<file path="config.mk">
export PLATFORM = sky130hd
export DESIGN_NAME = rambus_arbiter
export DESIGN_NICKNAME = d
export VERILOG_FILES = /design/src/rtl/rambus_arbiter.sv
export SDC_FILE = /design/constraint.sdc
export NUM_CORES = 1
export LEC_CHECK = 0
export CAP_MARGIN = 20
export CORE_AREA = 2 2 85 87
export DETAILED_ROUTE_END_ITERATION = 8
export DIE_AREA = 0 0 87 89
export PLACE_DENSITY = 0.78
export SLEW_MARGIN = 10
export SYNTH_ARGS = -nofsm -noshare
export SYNTH_HDL_FRONTEND = slang
export SYNTH_SLANG_ARGS = --single-unit
</file>
<file path="constraint.sdc">
create_clock -name clock -period 2.9 [get_ports clock]
set_clock_uncertainty 0.2 [all_clocks]
set_input_delay 0.435 -clock clock [delete_from_list [all_inputs] [get_ports clock]]
set_output_delay 0.435 -clock clock [all_outputs]
set_load 0.05 [all_outputs]
</file>
<file path="src/rtl/rambus_arbiter.sv">
// Round-robin N-master Wishbone arbiter in front of the rambus RAM slave,
// with cycle-long bus locking and a per-access stb timeout that returns err.
module rambus_arbiter #(
    parameter int N_MASTERS = 2,
    parameter int ADDR_W    = 10,
    parameter int DATA_W    = 32,
    parameter int TIMEOUT   = 64,
    localparam int SEL_W    = DATA_W / 8
) (
    input  logic                        clock,
    input  logic                        reset_n,
    input  logic [N_MASTERS-1:0]        m_cyc_i,
    input  logic [N_MASTERS-1:0]        m_stb_i,
    input  logic [N_MASTERS-1:0]        m_we_i,
    input  logic [N_MASTERS*ADDR_W-1:0] m_addr_i,
    input  logic [N_MASTERS*DATA_W-1:0] m_dat_i,
    input  logic [N_MASTERS*SEL_W-1:0]  m_sel_i,
    output logic [DATA_W-1:0]           m_dat_o,
    output logic [N_MASTERS-1:0]        m_ack_o,
    output logic [N_MASTERS-1:0]        m_err_o,
    output logic                        s_cyc_o,
    output logic                        s_stb_o,
    output logic                        s_we_o,
    output logic [ADDR_W-1:0]           s_addr_o,
    output logic [DATA_W-1:0]           s_dat_o,
    output logic [SEL_W-1:0]            s_sel_o,
    input  logic [DATA_W-1:0]           s_dat_i,
    input  logic                        s_ack_i,
    output logic [N_MASTERS-1:0]        grant_o
);

    localparam int IDX_W  = $clog2(N_MASTERS);
    localparam int TCNT_W = (TIMEOUT > 1) ? $clog2(TIMEOUT) : 1;
    localparam logic [IDX_W-1:0]  LAST_RST = IDX_W'(N_MASTERS - 1);
    localparam logic [TCNT_W-1:0] TCNT_MAX = TCNT_W'((TIMEOUT > 0) ? TIMEOUT - 1 : 0);

    typedef enum logic {
        IDLE = 1'b0,
        BUSY = 1'b1
    } state_t;

    state_t               state_q, state_d;
    logic [N_MASTERS-1:0] grant_q, grant_d;
    logic [IDX_W-1:0]     last_q, last_d;
    logic [TCNT_W-1:0]    tcnt_q, tcnt_d;

    logic             pick_valid;
    logic [IDX_W-1:0] pick_idx;
    logic [IDX_W-1:0] cand;
    logic             busy;
    logic             own_cyc;
    logic             own_stb;
    logic             timeout_hit;

    // Search starts just after the last owner, so nobody can win twice in a row
    // while another master is requesting.
    always_comb begin
        // NOTE: every always_comb output gets a default first so no path infers a latch.
        pick_valid = 1'b0;
        pick_idx   = last_q;
        cand       = last_q;
        for (int k = 1; k <= N_MASTERS; k++) begin
            cand = IDX_W'((int'(last_q) + k) % N_MASTERS);
            if (!pick_valid && m_cyc_i[cand]) begin
                pick_valid = 1'b1;
                pick_idx   = cand;
            end
        end
    end

    // While BUSY, last_q holds the index of the current owner.
    assign busy        = (state_q == BUSY);
    assign own_cyc     = busy & m_cyc_i[last_q];
    assign own_stb     = own_cyc & m_stb_i[last_q];
    assign timeout_hit = (TIMEOUT != 0) && own_stb && !s_ack_i && (tcnt_q == TCNT_MAX);

    always_comb begin
        state_d = state_q;
        grant_d = grant_q;
        last_d  = last_q;
        tcnt_d  = '0;
        case (state_q)
            IDLE: begin
                if (pick_valid) begin
                    state_d = BUSY;
                    grant_d = N_MASTERS'(1) << pick_idx;
                    last_d  = pick_idx;
                end
            end
            BUSY: begin
                if (!own_cyc) begin
                    state_d = IDLE;
                    grant_d = '0;
                end else if (own_stb && !s_ack_i && !timeout_hit) begin
                    tcnt_d = tcnt_q + 1'b1;
                end
            end
            default: state_d = IDLE;
        endcase
    end

    always_ff @(posedge clock) begin
        // NOTE: reset is synchronous, sampled only at the clock edge; state uses <= so
        // every register updates from the same pre-edge values.
        if (!reset_n) begin
            state_q <= IDLE;
            grant_q <= '0;
            last_q  <= LAST_RST;
            tcnt_q  <= '0;
        end else begin
            state_q <= state_d;
            grant_q <= grant_d;
            last_q  <= last_d;
            tcnt_q  <= tcnt_d;
        end
    end

    assign s_cyc_o  = own_cyc;
    assign s_stb_o  = own_stb & ~timeout_hit;
    assign s_we_o   = busy & m_we_i[last_q];
    assign s_addr_o = busy ? m_addr_i[int'(last_q)*ADDR_W +: ADDR_W] : '0;
    assign s_dat_o  = busy ? m_dat_i[int'(last_q)*DATA_W +: DATA_W] : '0;
    assign s_sel_o  = busy ? m_sel_i[int'(last_q)*SEL_W +: SEL_W] : '0;
    assign m_dat_o  = s_dat_i;
    assign grant_o  = grant_q;

    // A reset arriving mid-access must not let a late ack or err escape.
    always_comb begin
        m_ack_o = '0;
        m_err_o = '0;
        if (reset_n) begin
            m_ack_o[last_q] = s_ack_i & s_stb_o;
            m_err_o[last_q] = timeout_hit;
        end
    end

endmodule

</file>
==> results by group, run 1 <==
Setup path
  – CP endpoint kind: primary output
  – Worst Path Max Fanout: 4
  – Crit path from: m_cyc_i[0]
  – CP required: roughly 2.3 ns
  – Critical path class: input port to primary output
  – CP Launch Type: input port
  – FF-to-FF Start: busy
  – Crit path DAT: around 1.9 ns

Synthesis
  – Post-synthesis cell area: 1610 sq um
  – Top-area cell type share of the netlist area: 29.9%
  – Netlist cell types: 31
  – Synth Net Count: roughly 340
  – Primary FF master, synth: dfxtp_1
  – Sequential share of the synthesized area: between 10% and 20%
  – Synth area leaders: mux2i_1 (30%), nor2b_1 (19%), buf_4 (16%)
  – Asr flop ratio synth: 0%
  – Cells after synthesis: 201
  – Post-synth top area cell: mux2i_1
  – Synthesized flop and latch total: 10
  – Ys Warns: 0
  – Post-synth EDFFs: 0
  – Post-Syn Area per Cell: 7.99 sq um

Detailed routing
  – Vias: 1771
  – Drt wl/cell: 14.6 um
  – DRC errors left: 0
  – Post-DR vias/cell: approximately 4.4
  – 1st-iter DRT viols: between 50 and 60
  – Post-detailed-route count of antenna-violating nets: 0
  – First drt pass iteration count: 4
  – Routed WL: 5.83 mm

Timing
  – # setup viols final: 0
  – RSZ-0062 raised after global routing: no
  – Worst slew pin tran: 0.525 ns
  – Setup TNS: 0 ns
  – Fin. Hold Viols: 0
  – Slew HR: 65.0%
  – Final Critical Period: 2.55 ns
  – Slew Limit Fails: 0
  – Hold slack: 0.275 ns
  – Peak Freq: approximately 0.4 GHz
  – Final worst path period share: 87.9%

Clocking
  – Worst-path clk slew: 0.05 ns
  – Clk root buf: clkbuf_8
  – CTS H-tree lvls: 1
  – Post_cts resized: 0
  – TritonCTS clock tree: built
  – Skew-Pair Late Insertion Delay: 0.24 ns
  – Setup Buffers After CTS: 0
  – Hold_buf cts: 0
  – CTS buffer count: 3
  – Clk sinks: 10
  – CTS max path bufs: 2

Placed design
  – Buffers on Ports: 155
  – DPL Wire Length: slightly above 5 mm
  – Routability Congestion: ~0.72
  – Post-DP Area: 3520 sq um

Floorplanning
  – Die area: 7740 sq um
  – Initial core utilization: 23.9%
  – Die height: 89 um
  – Placeable Area: 6720 sq um
  – IO Count: 220
  – Die Wd: 87 um
  – Site Rows: 30

Global route
  – First-pass GRT wire length: roughly 8.6 mm
  – Total gr overflow: 0
  – Initial antenna violation count: 0
  – Pin count of the biggest net entering global routing: 57
  – Vias in the first global route: 1753
  – GRT Util Overall: 13.9%

Layout
  – Post-route cell area: 3580 sq um
  – Most frequent cells in the layout: clkdlybuf4s50_1 (102), buf_12 (53), nor2b_1 (49), mux2i_1 (48), dfxtp_1 (9)
  – Fillers: 592
  – Register Area: 201 sq um
  – Most common cell after layout, fill and taps aside: clkdlybuf4s50_1
  – Synthesis-to-layout area growth: 123%
  – Area of the multi-input gates: 1090 sq um
  – Post-layout nets: around 460
  – Layout cells sized above 1: 21.3%
  – Antenna Cells: 0
  – Util after Layout: 53.2%

Power
  – Peak supply drop: 0.125 mV
  – Static Leak: between 1.5 and 2 nW
  – Power Dens Cells: 288 nW/um^2
  – Power Total: ~0.0010 W

Status
  – Status: complete, no violations

Min path
  – Hold crit path type: register to register
  – Min-delay src: tcnt_q[0]

Job
  – Maximum capacitance violations: 0
==> flip-flops by register name, summed over array words and instances (netlist names) <==
register / cells
tcnt_q: 6
grant_o: 2
busy: 1
last_q: 1
==> logic make-up after synthesis <==
group	count (synthesis)	share of synthesized area, %
xor+xnor	3	1.64
fa+ha+maj	1	0.779
buf+inv	47	19.5
flops	10	12.5
compound gates	13	5.14
simple gates	79	30.5
mux	48	29.9
==> area by class of cell <==
class / count / area share [%]
tap: 80 / 2.80
timing repair buffer: 160 / 59.3
sequential: 10 / 5.63
inverter: 2 / 0.210
multi-input combinational: 144 / 30.5
clock buffer: 4 / 1.54
==> worst paths after layout <==
path / end / depth (start not counted) / slack, ns
setup / recovery: m_err_o[1] / 5 / 0.35
hold / removal: tcnt_q[0] / 1 / 0.28
hold reg to reg: tcnt_q[0] / 1 / 0.28
setup reg to reg: grant_o[0] / 3 / 1.31
==> synthesized netlist by cell type, types with 2 or more instances <==
cell	n
buf_2	5
nor2b_1	49
and3_1	2
xor2_1	2
nor2_1	6
nand3_1	3
clkbuf_1	5
mux2i_1	48
nand2_1	5
a21oi_1	3
nor3_1	4
inv_1	2
buf_4	35
dfxtp_1	10
o21ai_0	6
==> power by group <==
part           internal [W]  leakage (nW)  switching, W
combinational      0.000374          1.50      0.000333
clock              0.000119        0.0288     0.0000547
sequential         0.000143        0.0812    0.00000416
total              0.000636          1.61      0.000392
==> layer usage <==
layer	wire length, um	global-route usage, %
met5	0	0
met4	51	2.84
met3	417	3.51
met2	3210	25.1
met1	2160	16.6
==> through the flow <==
step / setup WS [ns] / cells
floorplan: 0.327 / 201
global route: 0.221 / 400
CTS: 0.338 / 400
global placement: 0.345 / 396
finish: 0.351 / 400
detailed placement: 0.340 / 396
==> critical path: stages <==
cell             delay (ns)
clkdlybuf4s50_1        0.52
and4b_1                0.28
o21ai_2                0.11
nor4bb_2               0.38
buf_12                 0.18
(Power assumes the default switching activity.)
==> run 2: changes to the inputs <==
--- a/config.mk
+++ b/config.mk
@@ -9,6 +9,7 @@
 export CORE_AREA = 2 2 85 87
 export DETAILED_ROUTE_END_ITERATION = 8
 export DIE_AREA = 0 0 87 89
+export HOLD_SLACK_MARGIN = 0.05
 export PLACE_DENSITY = 0.78
 export SLEW_MARGIN = 10
 export SYNTH_ARGS = -nofsm -noshare
==> results of run 2 <==
The final DEF is identical to that of run 1; final timing and power are the same.
==> run 3: changes to the inputs <==
--- a/config.mk
+++ b/config.mk
@@ -5,6 +5,7 @@
 export SDC_FILE = /design/constraint.sdc
 export NUM_CORES = 1
 export LEC_CHECK = 0
+export ABC_CLOCK_PERIOD_IN_PS = 2900
 export CAP_MARGIN = 20
 export CORE_AREA = 2 2 85 87
 export DETAILED_ROUTE_END_ITERATION = 8
==> results of run 3 <==
The final DEF is identical to that of run 1; final timing and power are the same.
